### src/rtl/gated_valid_pipe.sv
// Multi-lane, multi-stage valid/ready pipeline with per-lane predicate gating.
// Lane data registers only toggle for live lanes; flush clears valid/pred but leaves data untouched.
module gated_valid_pipe #(
    parameter int WIDTH            = 32,
    parameter int LANES            = 4,
    parameter int DEPTH            = 2,
    parameter int REQUIRE_ANY_PRED = 1
) (
    input  logic                         clk,
    input  logic                         rst,
    input  logic                         flush,
    input  logic                         in_valid,
    output logic                         in_ready,
    input  logic [LANES-1:0]             in_pred,
    input  logic [LANES*WIDTH-1:0]       in_data,
    output logic                         out_valid,
    input  logic                         out_ready,
    output logic [LANES-1:0]             out_pred,
    output logic [LANES*WIDTH-1:0]       out_data,
    output logic [$clog2(DEPTH+1)-1:0]   occupancy,
    output logic                         err_no_pred
);

    localparam int OCC_W = $clog2(DEPTH+1);

    typedef logic [LANES-1:0][WIDTH-1:0] lanes_t;

    logic [DEPTH-1:0] valid_q;
    logic [LANES-1:0] pred_q [DEPTH];
    lanes_t           data_q [DEPTH];

    logic [DEPTH-1:0] ready;
    logic             all_full;
    logic [DEPTH-1:0] inc_valid;
    logic [LANES-1:0] inc_pred [DEPTH];
    lanes_t           inc_data [DEPTH];
    lanes_t           out_lanes;

    // A stage is ready unless it and every stage downstream of it are full and the sink stalls.
    always_comb begin
        all_full = 1'b1;
        ready    = '0;
        for (int k = DEPTH - 1; k >= 0; k--) begin
            all_full = all_full & valid_q[k];
            ready[k] = !all_full | out_ready;
        end
    end

    always_comb begin
        inc_valid[0] = in_valid;
        inc_pred[0]  = in_pred;
        inc_data[0]  = in_data;
        for (int k = 1; k < DEPTH; k++) begin
            inc_valid[k] = valid_q[k-1];
            inc_pred[k]  = pred_q[k-1];
            inc_data[k]  = data_q[k-1];
        end
    end

    always_ff @(posedge clk or posedge rst) begin
        if (rst) begin
            valid_q <= '0;
            for (int k = 0; k < DEPTH; k++) begin
                pred_q[k] <= '0;
                data_q[k] <= '0;
            end
        end else if (flush) begin
            valid_q <= '0;
            for (int k = 0; k < DEPTH; k++) begin
                pred_q[k] <= '0;
            end
        end else begin
            for (int k = 0; k < DEPTH; k++) begin
                if (ready[k]) begin
                    valid_q[k] <= inc_valid[k];
                    pred_q[k]  <= inc_pred[k];
                    // Dead lanes keep their previous value to avoid needless toggling.
                    for (int i = 0; i < LANES; i++) begin
                        if (inc_pred[k][i]) begin
                            data_q[k][i] <= inc_data[k][i];
                        end
                    end
                end
            end
        end
    end

    always_comb begin
        out_lanes = '0;
        for (int i = 0; i < LANES; i++) begin
            if (pred_q[DEPTH-1][i]) begin
                out_lanes[i] = data_q[DEPTH-1][i];
            end
        end
    end

    always_comb begin
        occupancy = '0;
        for (int k = 0; k < DEPTH; k++) begin
            occupancy = occupancy + OCC_W'(valid_q[k]);
        end
    end

    assign in_ready  = ready[0] & !flush;
    assign out_valid = valid_q[DEPTH-1] & !flush;
    assign out_pred  = pred_q[DEPTH-1];
    assign out_data  = out_lanes;

    // Sticky until reset; flush deliberately leaves it set.
    generate
        if (REQUIRE_ANY_PRED != 0) begin : g_err
            always_ff @(posedge clk or posedge rst) begin
                if (rst) begin
                    err_no_pred <= 1'b0;
                end else if (in_valid && in_ready && (in_pred == '0)) begin
                    err_no_pred <= 1'b1;
                end
            end
        end else begin : g_no_err
            assign err_no_pred = 1'b0;
        end
    endgenerate

`ifdef ASSERT_ON
    property p_out_hold;
        @(posedge clk) disable iff (rst)
        (out_valid && !out_ready && !flush) |=>
            (flush || (out_valid && $stable(out_data) && $stable(out_pred)));
    endproperty
    a_out_hold: assert property (p_out_hold);
`endif

endmodule

### config.mk
export PLATFORM = sky130hd
export DESIGN_NAME = gated_valid_pipe
export DESIGN_NICKNAME = d
export VERILOG_FILES = /design/src/rtl/gated_valid_pipe.sv
export SDC_FILE = /design/constraint.sdc
export NUM_CORES = 1
export LEC_CHECK = 0
export ABC_AREA = 1
export BUFFER_PORTS_ARGS = -buffer_cell sky130_fd_sc_hd__buf_2
export CAP_MARGIN = 10
export CORE_MARGIN = 8
export CORE_UTILIZATION = 40
export CTS_CLUSTER_DIAMETER = 30
export DETAILED_ROUTE_END_ITERATION = 10
export HOLD_SLACK_MARGIN = 0.1
export PLACE_DENSITY = 0.59
export RECOVER_POWER = 50
export SLEW_MARGIN = 0
export SYNTH_ARGS = -nofsm -noshare
export SYNTH_HDL_FRONTEND = slang
export SYNTH_SLANG_ARGS = --single-unit
### constraint.sdc
create_clock -name clk -period 15.8 [get_ports clk]
set_input_delay 2.37 -clock clk [delete_from_list [all_inputs] [get_ports clk]]
set_output_delay 2.37 -clock clk [all_outputs]
set_load 0.02 [all_outputs]
### After elaboration in Yosys (flattened, before gate mapping)

Cells that the tools add are included.

* $mul: 0
* equality and inequality tests: 0
* bitwise gates (word level): 6
* divide/modulo/power cells: 0
* reduce and logical (&&, ||, !) cells: 16
* shift-type cells: 0
* multiplexer cells: 10
* $lt $le $gt $ge: 0
* $add $sub $neg: 1

Operator list (number)
* 32-bit two-way mux: 4
* 3-bit AND reduction: 8
* 4-bit two-way mux: 2
* 8-bit two-way mux: 1
* 4-bit zero test: 1
* 2-bit nonzero test: 2
* 1-bit bitwise AND: 3
* 1-bit zero test: 3
* 1-bit by 1-bit adder with 2-bit output: 1
* 1-bit logical AND: 2
* 1-bit two-way mux: 2
* 2-bit two-way mux: 1
* 1-bit bitwise OR: 2
* 1-bit NOT: 1

* memories kept: 0
* bits of input ports: 137
* flip-flop bits (word level): 267
* ROM bits: 0
* memory bits (writable): 0
* bits in latches: 0
* output and inout bits: 137

### Longest topological paths before layout

Gate-level depths: netlist of run 1.

* depth in word-level cells: 6
* mapped depth: 7
* mapped depth without buffers: 5

### Worst setup path after synthesis of run 1

Ideal clock, no wire load.

* kind: input port to output port
* start point: input port out_ready
* end point: output port in_ready
* setup slack: 10.353 ns
* arrival: 3.077 ns
* stages on the path: 5
* buffers on the path: 1
* data required time: 13.430 ns
* cells stage by stage: inv_2 > nand2_2 > buf_2 > inv_2 > nor2_1

* word-level cells in the longest chain between the ends: 2

RTL lines
* from (decl): RTL line 17 `input logic out_ready,`
* 1-bit bitwise OR: RTL line 45 `ready[k] = !all_full | out_ready;`
* 1-bit bitwise AND: RTL line 104 `assign in_ready = ready[0] & !flush;`
* to (decl): RTL line 13 `output logic in_ready,`

No other way between the ends.

==> results of run 1 <==
[synth_stat cells]
cell type | count | area [µm²]
nand2_1 | 655 | 2460
dfrtp_1 | 267 | 6680
nand3_1 | 138 | 691
inv_1 | 134 | 503
nand4_1 | 128 | 801
buf_2 | 70 | 350
clkbuf_1 | 25 | 93.8
buf_4 | 7 | 52.6
buf_1 | 6 | 22.5
buf_6 | 5 | 56.3
nor2_1 | 4 | 15.0
nor2_4 | 4 | 45.0
inv_2 | 2 | 7.51
nand3_2 | 2 | 20.0
nand3_4 | 2 | 35.0
ha_1 | 1 | 12.5
inv_4 | 1 | 6.26
nand2_2 | 1 | 6.26
nand2_4 | 1 | 11.3
o21ai_0 | 1 | 5.00
o21bai_1 | 1 | 7.51
[worst min-delay path by stage]
stage                           start  slack (ns)          end
after detailed placement   data_q[77]        0.46   data_q[77]
after CTS                  data_q[54]        0.47   data_q[54]
after floorplan             data_q[0]        0.44    data_q[0]
after global routing       data_q[96]        0.48   data_q[96]
after global placement    data_q[177]        0.45  data_q[177]
final                     data_q[173]        0.46  data_q[173]
[registers in the layout, summed over array words and instances (netlist names)]
name and flops:
data_q 256, err_no_pred 1, inc_pred 4, out_pred 4, valid_q 2
[tightest hold or removal path: stages, from the launching register on]
cell     delay [ns]
dfrtp_1        0.33
nand2_1        0.05
nand2_1        0.05
[cells by family (layout without fill, tap and decap cells)]
| family | count (synthesis) | after routing | synth area share |
|---|---|---|---|
| other | 0 | 1 | 0 |
| flip-flops | 267 | 267 | 0.562 |
| buffers and inverters | 250 | 540 | 0.0919 |
| AO/OA/AOI/OAI | 2 | 2 | 0.00105 |
| AND/OR/NAND/NOR | 935 | 935 | 0.344 |
| adder cells (fa/ha/maj) | 1 | 1 | 0.00105 |
[layout make-up]
type	instances	area [µm²]	area share
Sequential cell	267	6680	0.436
Multi-Input combinational cell	938	4080	0.266
Clock buffer	74	1640	0.107
Timing Repair Buffer	290	1480	0.0963
Inverter	137	518	0.0338
Tap cell	390	488	0.0318
Clock inverter	39	447	0.0291
Antenna cell	1	2.50	0.000163
[through the flow]
step / hold slack, ns / area, µm² / power [mW]
final: 0.465 / 15300 / 2.33
after global routing: 0.481 / 15300 / 2.44
after CTS: 0.470 / 15400 / 2.36
after detailed placement: 0.458 / 13300 / 1.10
after global placement: 0.454 / 13300 / 1.09
after floorplan: 0.442 / 11900 / 1.02
[power groups by stage]
| stage | registers (mW) | logic, mW | clock network, mW |
|---|---|---|---|
| global route | 0.875 | 0.259 | 1.30 |
| CTS | 0.860 | 0.229 | 1.27 |
| finish | 0.861 | 0.223 | 1.25 |
| global placement | 0.865 | 0.222 | 0 |
| floorplan | 0.854 | 0.162 | 0 |
| detailed placement | 0.868 | 0.228 | 0 |
[layer usage]
metal	routed length (µm)	up-vias	global-route usage
met5	0	-	0
met4	1000	0	0.0695
met3	2020	63	0.0381
met2	16500	312	0.330
met1	15100	5031	0.247
li1	-	5094	-
==> run summary, run 1 <==
First-pass GRT wire length -> 57300 µm
Largest net degree at the start of global routing -> 139
Pre-CTS setup slack -> 9.76 ns
Remaining antenna violation count after routing -> 0
Die width -> 188 µm
Drt total wl -> 34700 µm
Slew margin rel. -> -3.05
CP cell instances -> buf_2 > clkinvlp_2 > clkbuf_1
Crit path buf inv count -> 3
Starting DRC count in detailed routing -> 747
Layout area overhead -> 29.1%
Finished Core Util -> 0.520
Status -> complete, but fails checks
Sw Ratio -> 0.259
RSZ-0062 raised after global routing -> false
Worst Path Required -> 15.57 ns
Post-synth net total -> 1593
CTS H-tree depth -> 2
Vias after detailed routing -> 10500
Clk Latency, worst-skew pair -> 0.57 ns
Post-placement cell count -> 2022
Die ar. -> 35500 µm²
Final RePlAce weighted congestion -> 0.750
Hold Fails Final Rpt -> 0
Slew Limit Fails -> 463
Clk pwr share -> 0.535
Post-CTS setup buffer count -> 0
Final net count -> 1832
Num CTS Buffers -> 60
CP Data Arrival Time -> 8.84 ns
Vias in the first global route -> 11100
Max-cap violations -> 7
Fin worst setup slack -> 6.73 ns
Tightest Pin Transition -> 6.05 ns
P_sw -> 0.604 mW
Cell area after synthesis -> 11900 µm²
Hold path depth -> 2
Hold Crit Class -> flop to flop
Most frequent cells in the layout -> 657 x nand2_1, 269 x buf_2, 267 x dfrtp_1
Post-CTS sizing -> 0
Clock Path Buffers -> 3
WL per Instance -> 16.2 µm
Synth warn -> 0
Worst reg2reg endpoint -> data_q[128]
Tcrit/Tclk final -> 0.574
Worst R2R Setup Slack -> 9.07 ns
Worst-path clk slew -> 0.04 ns
GRT Util Overall -> 0.195
Clk root buf -> clkbuf_16
Post-Syn Instances -> 1455
Initial antenna violation count -> 1
Failing checks -> capacitance limit, slew limit
Setup tns final -> 0 ns
Power per cell area -> 152 nW/µm²
CP top delay family -> buffers and inverters
Max FO, Critical Path -> 138
Fraction of layout cells with a size suffix above 1 -> 0.229
Setup crit start -> rst
Combinational power share -> 0.096
Seq/Total Area, Yosys -> 0.562
CTS tree -> done
Slowest CP cell -> clkinvlp_2
Fill cell count -> 2915
Die Y -> 188 µm
R2R cell count -> 7
Crit. End Element -> asynchronous set/reset pin
DR vias/cell -> 4.92
Endpoints failing setup -> 0
Drt drc -> 0
Num ports -> 274
Port Buffers -> 273
Number of clock sinks -> 267
Netlist cell types -> 21
Initial Utilization -> 0.403
FF+latch count, synth -> 267
Reg power frac -> 0.369
CP Class -> primary input to asynchronous set/reset pin
Syn_area_per_cell -> 8.17 µm²
VDD IR max -> 105 µV
Dpl hpwl -> 21200 µm
Reg2Reg Launch Point -> valid_q[0]
Crit path to -> data_q[227]
Min Tclk post-route -> 9.07 ns
Hold Buf Count CTS -> 0
TritonRoute pass-1 iters -> 5
Leak -> 9.37 nW
Total internal power -> 1.73 mW
Core Rows -> 63
GRT overflow -> 0
Nature of the critical path startpoint -> primary input
Fmax -> 110 MHz
Fin cells -> 2136
Critical path depth -> 3
Critical Path Max Stage Delay -> 3.36 ns
Core Area -> 29500 µm²
Most common library cell in the layout ignoring fill and taps -> nand2_1
Clock skew after layout -> 0.0235 ns
No activity file was read; power rests on OpenSTA's default activity.
==> run 2, diff against run 1 <==
==> constraint.sdc (replaced) <==
create_clock -name clk -period 8.97 [get_ports clk]
set_input_delay 1.3455 -clock clk [delete_from_list [all_inputs] [get_ports clk]]
set_output_delay 1.3455 -clock clk [all_outputs]
set_load 0.02 [all_outputs]
==> run 2 against run 1 <==
  * Combinational power is 72% higher
  * The run still ends with capacitance limit, slew limit left
  * Final cell count hardly changed
  * First-iteration DRC count is 7.9% lower
  * Non-clock buffer count is 6 lower
  * Total power is 83% higher
  * Flip-flop and latch count stayed put
  * Sequential power is 77% higher
  * Count of clock-buffer cells in the layout is 13 higher
  * Via count is 0.47% lower
  * Cell area is 0.59% higher
  * Worst setup slack worse by 2.9 ns
  * Register-to-register slack worse by 3.5 ns
==> run summary, run 2 (synthesis gave the netlist of run 1 again) <==
Tightest Pin Transition -> 5.48 ns
Endpoints failing setup -> 0
Number of flip-flops in the largest register -> 256
R2R cell count -> 6
TritonRoute pass-1 iters -> 5
Dpl hpwl -> 20900 µm
Final instance area -> 15400 µm²
Clock skew after layout -> 0.0203 ns
DR vias/cell -> 4.89
Hold Buf Count CTS -> 0
Hold path depth -> 2
Setup tns final -> 0 ns
Worst reg2reg endpoint -> data_q[236]
Post-CTS setup buffer count -> 0
CP Data Arrival Time -> 5.66 ns
Failing checks -> capacitance limit, slew limit
Setup crit start -> rst
Core Rows -> 63
Min Tclk post-route -> 5.15 ns
Drt drc -> 0
Num ports -> 274
Num CTS Buffers -> 68
Worst R2R Setup Slack -> 5.55 ns
Slew margin rel. -> -2.67
Clk root buf -> clkbuf_16
GRT overflow -> 0
Vias in the first global route -> 11200
Hold endpoint -> data_q[44]
CTS tree -> done
Nature of the critical path startpoint -> primary input
CTS H-tree depth -> 3
Hold Crit Class -> flop to flop
CP Class -> primary input to asynchronous set/reset pin
Initial Utilization -> 0.403
Layout area overhead -> 29.9%
Fill cell count -> 2903
Largest net degree at the start of global routing -> 122
Worst-path clk slew -> 0.04 ns
Initial antenna violation count -> 2
Core Area -> 29500 µm²
VDD IR max -> 118 µV
Die ar. -> 35500 µm²
DP Area -> 13300 µm²
Fmax -> 194 MHz
Max-cap violations -> 4
Most common library cell in the layout ignoring fill and taps -> nand2_1
Port Buffers -> 273
Crit. End Element -> asynchronous set/reset pin
Vias after detailed routing -> 10500
Final RePlAce weighted congestion -> 0.758
Clk Latency, worst-skew pair -> 0.54 ns
Max FO, Critical Path -> 121
Post-CTS sizing -> 0
RSZ-0062 raised after global routing -> false
WL per Instance -> 16.1 µm
Remaining antenna violation count after routing -> 0
GRT Util Overall -> 0.197
Die width -> 188 µm
Power per cell area -> 277 nW/µm²
Status -> complete, but fails checks
First-pass GRT wire length -> 57700 µm
Worst Path Required -> 9.48 ns
Top reg by flops -> data_q
Starting DRC count in detailed routing -> 688
Die Y -> 188 µm
Number of clock sinks -> 267
Reg2Reg Launch Point -> valid_q[1]
Fraction of layout cells with a size suffix above 1 -> 0.194
Clock Path Buffers -> 3
Most frequent cells in the layout -> 655 x nand2_1, 267 x dfrtp_1, 208 x buf_2
Slew Limit Fails -> 238
Final net count -> 1834
Tcrit/Tclk final -> 0.574
Hold Crit Start -> data_q[44]
Hold Fails Final Rpt -> 0
Drt total wl -> 34300 µm
Leak -> 9.16 nW
## run 2: worst max path at each step
stage | end | slack [ns]
final | data_q[196] | 3.82
after global routing | data_q[196] | 2.85
after CTS | in_ready | 4.96
after detailed placement | data_q[128] | 4.61
after global placement | data_q[117] | 4.70
after floorplan | data_q[0] | 0.27
## run 2: through the flow
step	power, mW	hold WS (ns)	instances	setup slack, ns	util
CTS	4.33	0.469	2136	4.96	0.527
finish	4.27	0.463	2137	3.82	0.523
global placement	1.91	0.454	2016	4.70	0.450
floorplan	1.79	0.442	1455	0.271	-
detailed placement	1.93	0.459	2016	4.61	0.450
global route	4.48	0.480	2137	2.85	0.523
## run 2: area by class of cell
| cell class | instances | area (µm²) | share of cell area |
|---|---|---|---|
| Sequential cell | 267 | 6680 | 0.433 |
| Clock inverter | 33 | 383 | 0.0248 |
| Inverter | 137 | 518 | 0.0336 |
| Antenna cell | 1 | 2.50 | 0.000162 |
| Multi-Input combinational cell | 938 | 4110 | 0.267 |
| Clock buffer | 87 | 1890 | 0.122 |
| Timing Repair Buffer | 284 | 1360 | 0.0879 |
| Tap cell | 390 | 488 | 0.0316 |
## run 2: critical path: stages
cell and delay [ns]:
clkbuf_1 0.08, clkinvlp_2 3.02, buf_4 1.11
## run 2: routing by layer
| layer | GRT usage | part of all wire |
|---|---|---|
| met2 | 0.321 | 0.47 |
| met3 | 0.0525 | 0.069 |
| met1 | 0.249 | 0.44 |
| met5 | 0 | 0.00038 |
| met4 | 0.0737 | 0.022 |
## run 2: report_power, final
group | internal, mW | total, mW | switching, mW
registers | 1.41 | 1.52 | 0.114
clock network | 1.67 | 2.37 | 0.697
logic | 0.131 | 0.383 | 0.251
total | 3.21 | 4.27 | 1.06
